==> src/rtl/pc_nzp_stack_unit_if.sv <==
// rtl/pc_nzp_stack_unit_if.sv - scheduler-facing bus of the PC / NZP / return-stack lane unit
interface pc_nzp_stack_unit_if #(
  parameter int PC_WIDTH    = 8,
  parameter int DATA_WIDTH  = 8,
  parameter int STACK_DEPTH = 4,
  parameter int SP_WIDTH    = $clog2(STACK_DEPTH + 1)
);
  logic                  enable;
  logic [2:0]            core_state;
  logic [PC_WIDTH-1:0]   current_pc;
  logic [DATA_WIDTH-1:0] alu_out;
  logic [PC_WIDTH-1:0]   imm;
  logic [2:0]            decoded_nzp;
  logic                  nzp_write_enable;
  logic [2:0]            pc_op;

  logic [PC_WIDTH-1:0]   next_pc;
  logic [2:0]            nzp_flags;
  logic                  next_pc_valid;
  logic                  branch_taken;
  logic [SP_WIDTH-1:0]   stack_count;
  logic [1:0]            fault;

  modport master (
    output enable, core_state, current_pc, alu_out, imm, decoded_nzp, nzp_write_enable, pc_op,
    input  next_pc, nzp_flags, next_pc_valid, branch_taken, stack_count, fault
  );

  modport slave (
    input  enable, core_state, current_pc, alu_out, imm, decoded_nzp, nzp_write_enable, pc_op,
    output next_pc, nzp_flags, next_pc_valid, branch_taken, stack_count, fault
  );
endinterface

==> src/rtl/pc_nzp_stack_unit.sv <==
// rtl/pc_nzp_stack_unit.sv - per-lane next-PC / NZP flag unit with CALL/RET return stack
module pc_nzp_stack_unit #(
  parameter int PC_WIDTH    = 8,
  parameter int DATA_WIDTH  = 8,
  parameter int STACK_DEPTH = 4,
  parameter int SP_WIDTH    = $clog2(STACK_DEPTH + 1)
) (
  input logic clk,
  input logic reset,
  pc_nzp_stack_unit_if.slave bus
);

  localparam logic [2:0] ST_EXECUTE = 3'b101;
  localparam logic [2:0] ST_UPDATE  = 3'b110;

  localparam logic [2:0] OP_BR_ABS = 3'b001;
  localparam logic [2:0] OP_BR_REL = 3'b010;
  localparam logic [2:0] OP_CALL   = 3'b011;
  localparam logic [2:0] OP_RET    = 3'b100;

  localparam int IDX_W = (STACK_DEPTH > 1) ? $clog2(STACK_DEPTH) : 1;
  localparam logic [SP_WIDTH-1:0] DEPTH_CNT = SP_WIDTH'(STACK_DEPTH);

  logic [PC_WIDTH-1:0] next_pc_q;
  logic [2:0]          nzp_q;
  logic                valid_q;
  logic                taken_q;
  logic [SP_WIDTH-1:0] count_q;
  logic [1:0]          fault_q;

  logic [PC_WIDTH-1:0] stack_mem [STACK_DEPTH];

  logic                exec_fire;
  logic                upd_fire;
  logic                cond;
  logic                stack_full;
  logic                stack_empty;
  logic [PC_WIDTH-1:0] seq_pc;
  logic [SP_WIDTH-1:0] count_dec;
  logic [IDX_W-1:0]    push_idx;
  logic [IDX_W-1:0]    pop_idx;

  logic [PC_WIDTH-1:0] exec_pc;
  logic                exec_taken;
  logic                do_push;
  logic                do_pop;
  logic                ovf;
  logic                unf;

  logic                flag_n;
  logic                flag_z;
  logic                flag_p;

  assign exec_fire   = bus.enable && (bus.core_state == ST_EXECUTE);
  assign upd_fire    = bus.enable && (bus.core_state == ST_UPDATE) && bus.nzp_write_enable;

  // Branch condition uses the registered flags only; no forwarding from a same-cycle UPDATE.
  assign cond        = |(nzp_q & bus.decoded_nzp);
  assign stack_full  = (count_q == DEPTH_CNT);
  assign stack_empty = (count_q == '0);
  assign seq_pc      = bus.current_pc + PC_WIDTH'(1);
  assign count_dec   = count_q - SP_WIDTH'(1);
  assign push_idx    = count_q[IDX_W-1:0];
  assign pop_idx     = count_dec[IDX_W-1:0];

  assign flag_n = bus.alu_out[DATA_WIDTH-1];
  assign flag_z = (bus.alu_out == '0);
  assign flag_p = !flag_n && !flag_z;

  always_comb begin
    exec_pc    = seq_pc;
    exec_taken = 1'b0;
    do_push    = 1'b0;
    do_pop     = 1'b0;
    ovf        = 1'b0;
    unf        = 1'b0;
    case (bus.pc_op)
      OP_BR_ABS: begin
        if (cond) begin
          exec_pc    = bus.imm;
          exec_taken = 1'b1;
        end
      end
      OP_BR_REL: begin
        if (cond) begin
          exec_pc    = bus.current_pc + bus.imm;
          exec_taken = 1'b1;
        end
      end
      OP_CALL: begin
        if (!stack_full) begin
          exec_pc    = bus.imm;
          exec_taken = 1'b1;
          do_push    = 1'b1;
        end else begin
          ovf = 1'b1;
        end
      end
      OP_RET: begin
        if (!stack_empty) begin
          exec_pc    = stack_mem[pop_idx];
          exec_taken = 1'b1;
          do_pop     = 1'b1;
        end else begin
          unf = 1'b1;
        end
      end
      default: begin
        exec_pc    = seq_pc;
        exec_taken = 1'b0;
      end
    endcase
  end

  always_ff @(posedge clk or posedge reset) begin
    if (reset) begin
      next_pc_q <= '0;
      nzp_q     <= '0;
      valid_q   <= 1'b0;
      taken_q   <= 1'b0;
      count_q   <= '0;
      fault_q   <= '0;
    end else begin
      valid_q <= exec_fire;
      if (exec_fire) begin
        next_pc_q <= exec_pc;
        taken_q   <= exec_taken;
        if (do_push) begin
          count_q <= count_q + SP_WIDTH'(1);
        end else if (do_pop) begin
          count_q <= count_dec;
        end
        fault_q <= fault_q | {unf, ovf};
      end
      if (upd_fire) begin
        nzp_q <= {flag_n, flag_z, flag_p};
      end
    end
  end

  // Entry contents are don't-care after reset, so the array carries no reset.
  always_ff @(posedge clk) begin
    if (exec_fire && do_push) begin
      stack_mem[push_idx] <= seq_pc;
    end
  end

  assign bus.next_pc       = next_pc_q;
  assign bus.nzp_flags     = nzp_q;
  assign bus.next_pc_valid = valid_q;
  assign bus.branch_taken  = taken_q;
  assign bus.stack_count   = count_q;
  assign bus.fault         = fault_q;

endmodule
==> src/flat_wrapper.sv <==
// flat-port wrapper written by rule: the top's interface ports become plain ports
module pc_nzp_stack_unit_flat 
#(
  parameter int PC_WIDTH    = 8,
  parameter int DATA_WIDTH  = 8,
  parameter int STACK_DEPTH = 4,
  parameter int SP_WIDTH    = $clog2(STACK_DEPTH + 1)
)
  (clk, reset, bus_enable, bus_core_state, bus_current_pc, bus_alu_out, bus_imm, bus_decoded_nzp, bus_nzp_write_enable, bus_pc_op, bus_next_pc, bus_nzp_flags, bus_next_pc_valid, bus_branch_taken, bus_stack_count, bus_fault);
  pc_nzp_stack_unit_if #(.PC_WIDTH(PC_WIDTH), .DATA_WIDTH(DATA_WIDTH), .STACK_DEPTH(STACK_DEPTH), .SP_WIDTH(SP_WIDTH)) bus_i ();
  input logic clk;
  input logic reset;
  input wire logic [$bits(bus_i.enable)-1:0] bus_enable;
  input wire logic [$bits(bus_i.core_state)-1:0] bus_core_state;
  input wire logic [$bits(bus_i.current_pc)-1:0] bus_current_pc;
  input wire logic [$bits(bus_i.alu_out)-1:0] bus_alu_out;
  input wire logic [$bits(bus_i.imm)-1:0] bus_imm;
  input wire logic [$bits(bus_i.decoded_nzp)-1:0] bus_decoded_nzp;
  input wire logic [$bits(bus_i.nzp_write_enable)-1:0] bus_nzp_write_enable;
  input wire logic [$bits(bus_i.pc_op)-1:0] bus_pc_op;
  output wire logic [$bits(bus_i.next_pc)-1:0] bus_next_pc;
  output wire logic [$bits(bus_i.nzp_flags)-1:0] bus_nzp_flags;
  output wire logic [$bits(bus_i.next_pc_valid)-1:0] bus_next_pc_valid;
  output wire logic [$bits(bus_i.branch_taken)-1:0] bus_branch_taken;
  output wire logic [$bits(bus_i.stack_count)-1:0] bus_stack_count;
  output wire logic [$bits(bus_i.fault)-1:0] bus_fault;
  assign bus_i.enable = bus_enable;
  assign bus_i.core_state = bus_core_state;
  assign bus_i.current_pc = bus_current_pc;
  assign bus_i.alu_out = bus_alu_out;
  assign bus_i.imm = bus_imm;
  assign bus_i.decoded_nzp = bus_decoded_nzp;
  assign bus_i.nzp_write_enable = bus_nzp_write_enable;
  assign bus_i.pc_op = bus_pc_op;
  assign bus_next_pc = bus_i.next_pc;
  assign bus_nzp_flags = bus_i.nzp_flags;
  assign bus_next_pc_valid = bus_i.next_pc_valid;
  assign bus_branch_taken = bus_i.branch_taken;
  assign bus_stack_count = bus_i.stack_count;
  assign bus_fault = bus_i.fault;
  pc_nzp_stack_unit #(.PC_WIDTH(PC_WIDTH), .DATA_WIDTH(DATA_WIDTH), .STACK_DEPTH(STACK_DEPTH), .SP_WIDTH(SP_WIDTH)) u_core (.clk(clk), .reset(reset), .bus(bus_i));
endmodule
==> config.mk <==
export PLATFORM = sky130hd
export DESIGN_NAME = pc_nzp_stack_unit_flat
export DESIGN_NICKNAME = d
export VERILOG_FILES = /design/src/rtl/pc_nzp_stack_unit_if.sv /design/src/rtl/pc_nzp_stack_unit.sv /design/src/flat_wrapper.sv
export SDC_FILE = /design/constraint.sdc
export NUM_CORES = 1
export LEC_CHECK = 0
export BUFFER_PORTS_ARGS = -buffer_cell sky130_fd_sc_hd__buf_4
export CORE_MARGIN = 5
export CORE_UTILIZATION = 40
export DETAILED_ROUTE_END_ITERATION = 6
export MAX_ROUTING_LAYER = met4
export SLEW_MARGIN = 20
export SYNTH_ARGS = -nofsm -noshare
export SYNTH_HDL_FRONTEND = slang
export SYNTH_SLANG_ARGS = --single-unit
==> constraint.sdc <==
create_clock -name clk -period 3.3 [get_ports clk]
set_input_delay 0.33 -clock clk [delete_from_list [all_inputs] [get_ports clk]]
set_output_delay 0.33 -clock clk [all_outputs]
set_load 0.005 [all_outputs]
# Word-level counts from Yosys, hierarchy flattened

Memories as Yosys holds them, arrays and structs flattened.
Cells that the tools add are included.

Bits in registers: 18
Memories kept: 1
Bits in writable memories: 32
Output and inout bits: 18
Word-level logic and storage cells: 52

Reductions and logical operators: 13
Add/sub/neg operators: 4
Equality and inequality tests: 7
Bitwise logic cells: 2
Multiplexer cells: 19

Memories:

| name             | depth | width | read ports | clocked after memory_dff | write ports | line                    | text |
|---|---|---|---|---|---|---|---|
| u_core.stack_mem | 4     | 8     | 1          | 0                        | 1           | pc_nzp_stack_unit.sv:31 | `logic [PC_WIDTH-1:0] stack_mem [STACK_DEPTH];` |

Operators with widths:

| kind                                                                   | count |
|---|---|
| 8-bit two-way mux                                                      | 4 |
| 8-bit one-hot mux with 4 select lines                                  | 1 |
| 3-bit equality test (second input constant)                            | 4 |
| 1-bit two-way mux                                                      | 11 |
| 8-bit by 1-bit adder with 8-bit output (second input constant)         | 1 |
| 8-bit adder                                                            | 1 |
| 8-bit logical NOT                                                      | 1 |
| 3-bit by 2-bit equality test with 1-bit output (second input constant) | 2 |
| 3-bit two-way mux                                                      | 2 |
| 1-bit logical AND                                                      | 5 |
| 3-bit by 1-bit adder with 3-bit output (second input constant)         | 1 |
| 3-bit AND                                                              | 1 |
| 3-bit by 1-bit equality test with 1-bit output (second input constant) | 1 |
| 3-bit logical NOT                                                      | 1 |
| 1-bit one-hot mux with 3 select lines                                  | 1 |
| 3-bit OR reduction                                                     | 1 |
| 3-bit by 1-bit subtractor with 3-bit output (second input constant)    | 1 |
| 1-bit logical NOT                                                      | 2 |
| 2-bit bitwise OR                                                       | 1 |
| 2-bit AND reduction                                                    | 1 |
| 2-bit nonzero test                                                     | 1 |
| 2-bit OR reduction                                                     | 1 |

# Longest topological paths before layout

Depth after elaboration: 6
Gate-level depth with buffers: 9
Depth with buffers taken out: 7

# Least setup slack after synthesis

No wires, ideal clock.

Path kind: reg2reg
From: register u_core.count_q[0], in the netlist u_core.bus.stack_count[0]
To: register u_core.next_pc_q[6], in the netlist u_core.bus.next_pc[6]
Setup slack: 888 ps
Stages on the path, launching flop included: 10
Period minus slack after synthesis: 2,412 ps
Buffers on the path: 2
Arrival time: 2,283 ps
Path through: dfrtp_1 -> buf_6 -> inv_1 -> ha_1 -> clkbuf_1 -> mux4_2 -> and4_4 -> a2111o_1 -> a221oi_2 -> a21oi_1

Cells in the longest elaborated chain, start to end: 4
Elaborated cells between the ends (all ways): 7
Classes of those cells: add/sub: 1; eq/ne: 1; mux: 3; reduce/logical: 1; memory: 1

Ends and longest elaborated chain:

| what                                        | line                     | text |
|---|---|---|
| from (decl)                                 | pc_nzp_stack_unit.sv:28  | `logic [SP_WIDTH-1:0] count_q;` |
| from (signal assigned)                      | pc_nzp_stack_unit.sv:129 | `count_q <= count_q + SP_WIDTH'(1);` |
| from (signal assigned)                      | pc_nzp_stack_unit.sv:131 | `count_q <= count_dec;` |
| 3-bit by 1-bit subtractor with 3-bit output | pc_nzp_stack_unit.sv:62  | `assign count_dec = count_q - SP_WIDTH'(1);` |
| memory read 4 x 8 bit                       | -                        |  |
| 8-bit two-way mux                           | pc_nzp_stack_unit.sv:100 | `if (!stack_empty) begin` |
| 8-bit one-hot mux with 4 select lines (*)   | pc_nzp_stack_unit.sv:77  | `case (bus.pc_op)` |
| to (signal assigned)                        | pc_nzp_stack_unit.sv:126 | `next_pc_q <= exec_pc;` |
| to (decl)                                   | pc_nzp_stack_unit.sv:24  | `logic [PC_WIDTH-1:0] next_pc_q;` |

Every way passes the cells marked *; elsewhere a longest branch is shown, timed or not.
A chain may end at the register's enable or synchronous reset.

# Worst setup path in the final report

Same ends and word-level chain as after synthesis.

==> results.sh <==
export IMPL_p_leak_nw=1.39
export IMPL_cpPeakStageDelay_ns=0.51
export IMPL_cts_tree="yes"
export IMPL_r2r_slack_ns=0.83
export IMPL_slew_violations=0
export IMPL_rsz0062_at_grt="no"
export IMPL_post_drt_wl_per_cell_um=17.5
export IMPL_internal_power_mw=1.11
export IMPL_synth_main_ff_cell="edfxtp_1"
export IMPL_via_per_inst=5.42
export IMPL_avgSynthCellArea_um2=12.1
export IMPL_gr_total_overflow=0
export IMPL_crit_path_cell_trace="buf_4 > inv_1 > ha_1 > mux4_2 > and4_4 > a2111o_1 > a221oi_2 > a21oi_1"
export IMPL_outcome="finished, final reports clean"
export IMPL_htree_levels=2
export IMPL_cts_root_buf="clkbuf_8"
export IMPL_crit_cells=8
export IMPL_maxCapViolations=0
export IMPL_grt_pass1_vias=2074
export IMPL_arrival_ns=2.68
export IMPL_cp_required_ns=3.50
export IMPL_max_freq_ghz=0.404
export IMPL_period_share_pct=75.0
export IMPL_place_worst_setup_slack_ns=0.807
export IMPL_fin_tns_setup_ns=0
export IMPL_grt_max_degree=19
export IMPL_yosys_warnings=0
export IMPL_power_density_nw_per_um2=471
export IMPL_pwr_share_seq_pct=46.0
export IMPL_row_count=30
export IMPL_tightestPinTransition_ns=0.723
export IMPL_drt_iter0_drc=168
export IMPL_cts_repair_resized=0
export IMPL_setup_violations=0
export IMPL_synth_edf_count=32
export IMPL_core_area_um2=6790
export IMPL_clock_path_buffers=2
export IMPL_cts_buffers=5
export IMPL_fin_nets=340
export IMPL_cp_end_kind="flip-flop"
export IMPL_firstDrtPassIters=4
export IMPL_io_pins=55
export IMPL_synth_cell_types=52
export IMPL_synth_fp_nets=282
export IMPL_synthArstFlopShare_pct=36.0
export IMPL_slew_headroom_pct=51.8
export IMPL_ant_nets=0
export IMPL_hold_class="primary input to asynchronous set/reset pin"
export IMPL_crit_family="compound AO/OA/AOI/OAI gates"
export IMPL_portBuffers=54
export IMPL_syn_inst=231
export IMPL_postCtsSetupRepairBufs=0
export IMPL_power_frac_comb_pct=29.9
export IMPL_vias=2093
export IMPL_start_util_pct=41.0
export IMPL_place_gp_congestion=0.840
export IMPL_p_switching_mw=0.493
export IMPL_path_buf_inv=2
export IMPL_drive_gt1_share_pct=26.9
export IMPL_die_w_um=93.5
export IMPL_post_route_util_pct=50.1
export IMPL_skew_ns=0.00953
export IMPL_hpwl_mm=5.12
export IMPL_synth_area_um2=2790
export IMPL_rr_endpoint="u_core.bus.next_pc[6]$_DFFE_PP0P_"
export IMPL_endpoint="u_core.bus.next_pc[6]$_DFFE_PP0P_"
export IMPL_setup_worst_path_start="u_core.bus.stack_count[0]$_DFFE_PP0P_"
export IMPL_critPathLaunchType="flip-flop"
export IMPL_r2r_cells=8
export IMPL_seq_area_frac_synth_pct=50.6
export IMPL_ctsHoldBuffers=0
export IMPL_r2r_start="u_core.bus.stack_count[0]$_DFFE_PP0P_"
export IMPL_switching_share_pct=30.7
export IMPL_grt_pass1_wl_mm=10.9
export IMPL_track_usage_pct=16.7
export IMPL_cp_max_fo=13
export IMPL_clkTransAtPathRegs_ns=0.10
export IMPL_dieArea_um2=8740
export IMPL_drc_errors=0
export IMPL_ys_seq_elements=50
export IMPL_finalWorstSetupSlack_ns=0.825
export IMPL_total_power_mw=1.60
export IMPL_diodes=0
export IMPL_ir_drop_uv=216
export IMPL_antenna_found_initial=0
export IMPL_wl_mm=6.75
export IMPL_clk_latency_ns=0.31
export IMPL_area_growth_pct=22.2
export IMPL_fp_dieH_um=93.5
export IMPL_p_clk_share_pct=24.1
export IMPL_path_class="flip-flop to flip-flop"
export IMPL_finalHoldViolCount=0
export IMPL_clkSinkCount=50
export IMPL_slowest_stage="ha_1"
export IMPL_min_period_ns=2.47
power groups by stage:
| stage | clock (mW) | sequential, mW | combinational, mW |
|---|---|---|---|
| after floorplan | 0 | 0.757 | 0.289 |
| after global placement | 0 | 0.752 | 0.481 |
| after detailed placement | 0 | 0.753 | 0.484 |
| after CTS | 0.402 | 0.739 | 0.485 |
| after global routing | 0.425 | 0.745 | 0.534 |
| final | 0.387 | 0.739 | 0.479 |
cell usage in the layout (no fill, tap or decap), types with 3 or more instances in the layout:
cell and count:
buf_4 59, edfxtp_1 32, nor2_1 20, dfrtp_1 18, o21ai_0 13, ha_1 13
nand3_1 12, inv_1 11, nand2_1 10, xnor2_1 7, and3_1 7, a21oi_1 7
mux4_1 7, a221oi_1 5, a31oi_1 5, xor2_1 5, clkbuf_8 5, a222oi_1 3
or3_1 3, nand4_1 3, mux2_2 3
final cells by class:
cell class                 instances  area [um2]
inverter                          12        45.0
clock inverter                     3        26.3
tap                               96         120
timing repair buffer              59         443
sequential                        50        1410
fill                             615        3390
multi-input combinational        161        1290
clock buffer                       5        68.8
sequential cells by signal, summed over array words and instances (netlist names):
register / count
u_core.bus.fault: 2
u_core.bus.next_pc: 8
u_core.stack_mem: 32
u_core.bus.stack_count: 3
u_core.bus.branch_taken: 1
u_core.bus.nzp_flags: 3
u_core.bus.next_pc_valid: 1
cell families after synthesis:
group           count (synthesis)  synth area share [%]
mux                            12                  8.98
fa+ha+maj                      14                  6.55
flops                          50                  50.6
simple gates                   72                  13.6
xor+xnor                       12                  3.77
compound gates                 51                  13.4
buf+inv                        20                  3.05
through the flow:
| stage | instances | hold WS (ns) | instance area [um2] |
|---|---|---|---|
| final | 386 | 0.129 | 3410 |
| after global routing | 386 | 0.197 | 3410 |
| after CTS | 386 | 0.151 | 3410 |
| after detailed placement | 378 | 0.467 | 3310 |
| after global placement | 378 | 0.466 | 3310 |
| after floorplan | 231 | 0.269 | 2790 |
synthesized netlist by cell type, types with 7 or more instances:
library cell   n  area share [%]
nor2_1        20             2.7
ha_1          13             5.8
edfxtp_1      32              34
dfrtp_1       18              16
o21ai_0       13             2.3
inv_1         11             1.5
and3_1         7             1.6
mux4_1         7             6.6
nand2_1       10             1.3
nand3_1       12             2.2
a21oi_1        7             1.3
xnor2_1        7             2.2
how the worst min path moves through the flow:
stage | endpoint | cells after the start
5_1_grt | u_core.bus.next_pc[3]$_DFFE_PP0P_ | 2
3_5_place_dp | u_core.bus.fault[0]$_DFFE_PP0P_ | 1
6_report | u_core.bus.branch_taken$_DFFE_PP0P_ | 2
4_1_cts | u_core.bus.branch_taken$_DFFE_PP0P_ | 2
2_1_floorplan | u_core.bus.branch_taken$_DFFE_PP0P_ | 1
3_3_place_gp | u_core.bus.fault[1]$_DFFE_PP0P_ | 1
layer usage:
layer	up-vias	global-route usage, %	wire (um)
li1	1013	-	-
met1	1009	22.1	3040
met2	63	25.7	3180
met3	8	3.14	412
met4	0	5.86	119
met5	-	-	0
Power figures use the tool's default switching activity.
